==> src/rtl/sprite_pkg.sv <==
// Shared constants and types for the sprite descriptor list writer.
package sprite_pkg;
   localparam int N_ENTRIES = 20;
   localparam int ENTRY_W   = 24;
   localparam int LIST_W    = 512;

   typedef struct packed {
      logic [4:0] id;
      logic [9:0] x;
      logic [8:0] y;
   } sprite_desc_t;

   localparam logic [4:0] ADDR_FRAME  = 5'd28;
   localparam logic [4:0] ADDR_STATUS = 5'd29;
   localparam logic [4:0] ADDR_CLEAR  = 5'd30;
   localparam logic [4:0] ADDR_COMMIT = 5'd31;
   localparam logic [4:0] ADDR_LAST_ENTRY = 5'(N_ENTRIES - 1);

   typedef enum logic [1:0] {
      IDLE    = 2'd0,
      PENDING = 2'd1,
      PUBLISH = 2'd2
   } state_e;
endpackage

==> src/rtl/vsync_edge_sync.sv <==
// Brings VGA_VS into the system clock domain and flags the start of vertical sync.
module vsync_edge_sync (
   input  logic clk,
   input  logic reset_n,
   input  logic vs_async_i,
   output logic vs_fall_o
);
   // [0],[1] are the synchroniser, [2] is the previous synchronised value
   logic [2:0] sync_q;

   always_ff @(posedge clk or negedge reset_n) begin
      if (!reset_n) sync_q <= '0;
      else          sync_q <= {sync_q[1:0], vs_async_i};
   end

   assign vs_fall_o = sync_q[2] & ~sync_q[1];
endmodule

==> src/rtl/sprite_list_writer.sv <==
// Avalon-MM shadow/live sprite list; commits are published only at vsync start.
module sprite_list_writer
   import sprite_pkg::*;
(
   input  logic              clk,
   input  logic              reset_n,
   input  logic              chipselect,
   input  logic              write,
   input  logic              read,
   input  logic [4:0]        address,
   input  logic [31:0]       writedata,
   output logic [31:0]       readdata,
   input  logic              vga_vs,
   output logic [LIST_W-1:0] gl_input,
   output logic              gl_write
);
   localparam int PAD_W = LIST_W - N_ENTRIES * ENTRY_W;

   sprite_desc_t [N_ENTRIES-1:0] shadow_q, shadow_d, live_q;
   state_e       state_q, state_d;
   logic [31:0]  readdata_q, readdata_d;
   logic [15:0]  frame_q;
   logic         gl_write_q;
   logic         vs_start;

   logic wr_en, rd_en, entry_sel, clear_req, commit_req;
   logic unused_wdata;

   assign wr_en      = chipselect & write;
   assign rd_en      = chipselect & read;
   assign entry_sel  = (address <= ADDR_LAST_ENTRY);
   assign clear_req  = wr_en && (address == ADDR_CLEAR);
   assign commit_req = wr_en && (address == ADDR_COMMIT) && writedata[0];
   assign unused_wdata = ^writedata[31:ENTRY_W];

   vsync_edge_sync u_vs_sync (
      .clk        (clk),
      .reset_n    (reset_n),
      .vs_async_i (vga_vs),
      .vs_fall_o  (vs_start)
   );

   always_comb begin
      shadow_d = shadow_q;
      if (clear_req)
         shadow_d = '0;
      else if (wr_en && entry_sel)
         shadow_d[address] = sprite_desc_t'(writedata[ENTRY_W-1:0]);
   end

   // A commit landing on the vs_start edge only arms; publish waits for the next frame
   always_comb begin
      state_d = state_q;
      case (state_q)
         IDLE:    if (commit_req) state_d = PENDING;
         PENDING: if (vs_start)   state_d = PUBLISH;
         PUBLISH: state_d = IDLE;
         default: state_d = IDLE;
      endcase
   end

   always_comb begin
      readdata_d = readdata_q;
      if (rd_en) begin
         readdata_d = '0;
         if (entry_sel)
            readdata_d = {{(32-ENTRY_W){1'b0}}, shadow_q[address]};
         else if (address == ADDR_FRAME)
            readdata_d = {16'h0, frame_q};
         else if (address == ADDR_STATUS)
            readdata_d = {30'h0, state_q == PUBLISH, state_q == PENDING};
      end
   end

   always_ff @(posedge clk or negedge reset_n) begin
      if (!reset_n) begin
         shadow_q   <= '0;
         live_q     <= '0;
         state_q    <= IDLE;
         readdata_q <= '0;
         frame_q    <= '0;
         gl_write_q <= 1'b0;
      end else begin
         shadow_q   <= shadow_d;
         state_q    <= state_d;
         readdata_q <= readdata_d;
         gl_write_q <= (state_q == PUBLISH);
         if (vs_start)
            frame_q <= frame_q + 16'd1;
         // copy sees the pre-write shadow when a bus write shares this edge
         if (state_q == PUBLISH)
            live_q <= shadow_q;
      end
   end

   assign readdata = readdata_q;
   assign gl_write = gl_write_q;
   assign gl_input = {{PAD_W{1'b0}}, live_q};
endmodule
==> config.mk <==
export PLATFORM = sky130hd
export DESIGN_NAME = sprite_list_writer
export DESIGN_NICKNAME = d
export VERILOG_FILES = /design/src/rtl/sprite_pkg.sv /design/src/rtl/vsync_edge_sync.sv /design/src/rtl/sprite_list_writer.sv
export SDC_FILE = /design/constraint.sdc
export NUM_CORES = 2
export LEC_CHECK = 0
export CORE_UTILIZATION = 59
export DETAILED_ROUTE_END_ITERATION = 10
export PLACE_DENSITY = 0.85
export SLEW_MARGIN = 20
export SYNTH_ARGS = -nofsm -noshare
export SYNTH_HDL_FRONTEND = slang
export SYNTH_SLANG_ARGS = --single-unit
==> constraint.sdc <==
create_clock -name clk -period 3.2 [get_ports clk]
set_input_delay 0.48 -clock clk [delete_from_list [all_inputs] [get_ports clk]]
set_output_delay 0.48 -clock clk [all_outputs]
set_load 0.005 [all_outputs]
==> summary.txt <==
Place
  • Pre-CTS setup slack: 0.3870 ns
  • DP Wirelength: 96200 µm
  • I/O Buffers: 539
  • Gp weighted congestion: 0.9461

Worst setup path
  • Critical path's largest stage delay: 0.57 ns
  • FF-to-FF path depth: 5
  • CP endpoint kind: primary output
  • Worst path required time: 2.72 ns
  • Worst setup SP type: flip-flop
  • Crit-path slowest cell: clkdlybuf4s50_1
  • CP Cell Sequence: clkdlybuf4s50_1
  • CP endpoint: gl_input[408]
  • Setup CP Type: reg2out
  • Reg2Reg Setup Slack: 1.07 ns
  • Crit path DAT: 1.74 ns
  • WP depth: 1
  • CP max FO: 2
  • Worst Path Buf+Inv: 1
  • Reg2reg end: gl_input[464]$_DFFE_PN0N_
  • Crit path from: gl_input[408]$_DFFE_PN0N_
  • Cell family contributing the most delay on the critical path: buffers and inverters
  • Critical R2R Launch: state_q[0]$_DFFE_PN0P_

STA
  • RSZ-0062 raised after global routing: no
  • Max transition margin: 38.57%
  • Tcrit/Tclk final: 69.29%
  • Final hold violation count: 0
  • Final WS setup: 0.9826 ns
  • Setup tns final: 0 ns
  • Max Slew Vio Count: 0
  • Slew of the pin with the lowest slew margin: 0.9215 ns
  • Clock Skew: 0.01883 ns
  • Minimum clock period: 2.217 ns
  • Fmax: 0.4510 GHz
  • Final setup viols: 0

Global route
  • Largest net degree at the start of global routing: 198
  • Initial antenna violation count: 9
  • All-Layer GR Usage: 40.80%
  • First-pass GRT wire length: 214000 µm
  • Vias in the first global route: 33420
  • Gr ovfl total: 0

Logic synthesis
  • Sequential fraction of the synthesis area: 60.49%
  • Asr flop ratio synth: 100.0%
  • Flops & latches, synth: 1006
  • Avg Inst Size Synth: 11.02 µm²
  • Yosys warning total: 0
  • Count of cell types in the netlist: 59
  • Ys flop type: dfrtp_1
  • Post-synth top area share: 60.49%
  • Post-synth EDFFs: 0
  • Cell area after synthesis: 0.04161 mm²
  • Area leader, netlist: dfrtp_1
  • Synth top area cells: dfrtp_1, nand2_1, a22o_1, mux4_2, clkbuf_1
  • Mapped Cells: 3776

Clock network
  • CTS tree: built
  • Max Buffers Root-to-Sink: 3
  • Post-CTS sizing: 0
  • Worst-Skew Late Latency: 0.66 ns
  • Clk sinks: 1006
  • Root buffer cell: clkbuf_16
  • H-tree levels: 3
  • Inserted Clock Buffers: 97
  • Clock slew at reported path FFs: 0.06 ns

Pwr
  • Sequential share of power: 49.8%
  • Worst vdd ir: 0.3493 mV
  • Pwr dens: 561.4 mW/mm²
  • Lkg Pwr: 0.02536 µW
  • NetSw: 7163 µW
  • Switching part of the total power: 24.84%
  • Logic pwr share: 9.6%
  • P_int: 21670 µW
  • Power share of the clock group: 40.7%

Detailed routing
  • Antenna viol nets, final: 0
  • Total routed wirelength: 144900 µm
  • Vias: 33900
  • DRT Pass-1 Iters: 6
  • 1st-iter DRT viols: 4867
  • Via/cell ratio: 6.449
  • Drt drc: 0
  • WL/cell: 27.57 µm

Floorplanning
  • Die area: 0.07160 mm²
  • Num ports: 588
  • Core Region: 0.06991 mm²
  • Row Count: 97
  • Die height: 267.6 µm
  • Initial Util: 59.53%
  • Die width: 267.6 µm

Run status
  • Status: finished clean

Min path
  • Worst hold path class: in2reg

Cells and area
  • # fillers: 4479
  • Area delta synth->final: 23.42%
  • Share of cells above drive strength 1: 10.99%
  • NumNets Final: 4284

Flow run
  • MaxCap Viol Count: 0
==> kinds of logic (layout without fill, tap and decap cells) <==
| kind of cell | Yosys count | count (layout) | synth area share, % |
|---|---|---|---|
| and+or+nand+nor | 1672 | 1672 | 15.85 |
| DFF | 1006 | 1006 | 60.49 |
| AOI/OAI and AO/OA | 586 | 586 | 12.20 |
| buffers and inverters | 359 | 857 | 4.239 |
| muxes | 136 | 136 | 6.870 |
| xor gates and xnor gates | 15 | 15 | 0.3157 |
| adders and majority gates | 1 | 1 | 0.03006 |
| other | 1 | 44 | 0.009011 |
==> per-layer routing <==
metal	global-route usage [%]	vias to the layer above	wire [µm]
met5	0	-	19
met4	28.42	2	11370
li1	-	13750	-
met2	60.01	2663	64990
met1	53.19	16920	50980
met3	10.77	562	17590
==> worst min path at each step <==
stage	startpoint	to	slack [ns]	depth (start not counted)
after floorplan	reset_n	frame_q[0]$_DFFE_PN0P_	0.18	0
after global placement	u_vs_sync.sync_q[0]$_DFF_PN0_	u_vs_sync.sync_q[1]$_DFF_PN0_	0.34	0
after detailed placement	u_vs_sync.sync_q[0]$_DFF_PN0_	u_vs_sync.sync_q[1]$_DFF_PN0_	0.34	0
after CTS	vga_vs	u_vs_sync.sync_q[0]$_DFF_PN0_	0.27	1
after global routing	vga_vs	u_vs_sync.sync_q[0]$_DFF_PN0_	0.29	1
final	vga_vs	u_vs_sync.sync_q[0]$_DFF_PN0_	0.30	1
==> registers in the layout, summed over array words and instances (netlist names) <==
register          count
frame_q              16
gl_input            480
gl_write              1
readdata             24
shadow_q            480
state_q               2
u_vs_sync.sync_q      3
==> per-stage QoR <==
stage	util [%]	std cells	power, µW	cell area (µm²)	hold WS, ns
2_1_floorplan	-	3815	15630	41760	0.1844
3_3_place_gp	68.81	5080	17060	48100	0.3362
3_5_place_dp	68.81	5080	17180	48100	0.3404
4_1_cts	73.45	5253	28780	51350	0.2748
5_1_grt	73.46	5256	29600	51360	0.2926
6_report	73.47	5257	28830	51360	0.3033
==> synth_stat cells (10+ instances only) <==
cell type and number:
a21oi_1 18, a21oi_2 11, a221oi_1 10, a22o_1 383, a22oi_1 29, a32o_1 45
and2_1 10, and3_1 37, buf_1 15, buf_2 98, buf_4 60, clkbuf_1 176
dfrtp_1 1006, mux2_2 13, mux4_2 118, nand2_1 1526, nand3_1 30, nor2_1 22
nor2b_1 11, o21ai_0 24, o2bb2ai_1 37, xnor2_1 10
==> timing repair <==
action	4_1_cts	5_1_grt
setup buffers	0	0
hold endpoints to repair	39	0
hold buffers	1	0
==> final cells by class <==
| class | instances | area, µm² | share of cell area [%] |
|---|---|---|---|
| flip-flops and latches | 1006 | 25170 | 49.02 |
| multi-input cells | 2450 | 14850 | 28.92 |
| repair buffers | 683 | 6897 | 13.43 |
| clock buffers | 141 | 2874 | 5.596 |
| well taps | 940 | 1176 | 2.290 |
| clock inverters | 31 | 361.6 | 0.7041 |
| inverters | 2 | 15.01 | 0.02923 |
| diodes | 4 | 10.01 | 0.01949 |
==> layout by cell type (no fill, tap or decap), types with 37 or more instances in the layout <==
cell type	instances
a32o_1	45
buf_4	110
o2bb2ai_1	37
dfrtp_1	1006
nand2_1	1526
mux4_2	118
a22o_1	383
clkbuf_16	98
clkdlybuf4s50_1	535
and3_1	37
conb_1	40
==> power groups by stage <==
stage	Sequential, µW	Clock [µW]	Combinational (µW)
finish	14300	11700	2760
global route	14400	12300	2940
CTS	14300	11800	2730
detailed placement	14500	0	2700
global placement	14400	0	2620
floorplan	14200	0	1400
Power figures use the tool's default switching activity.
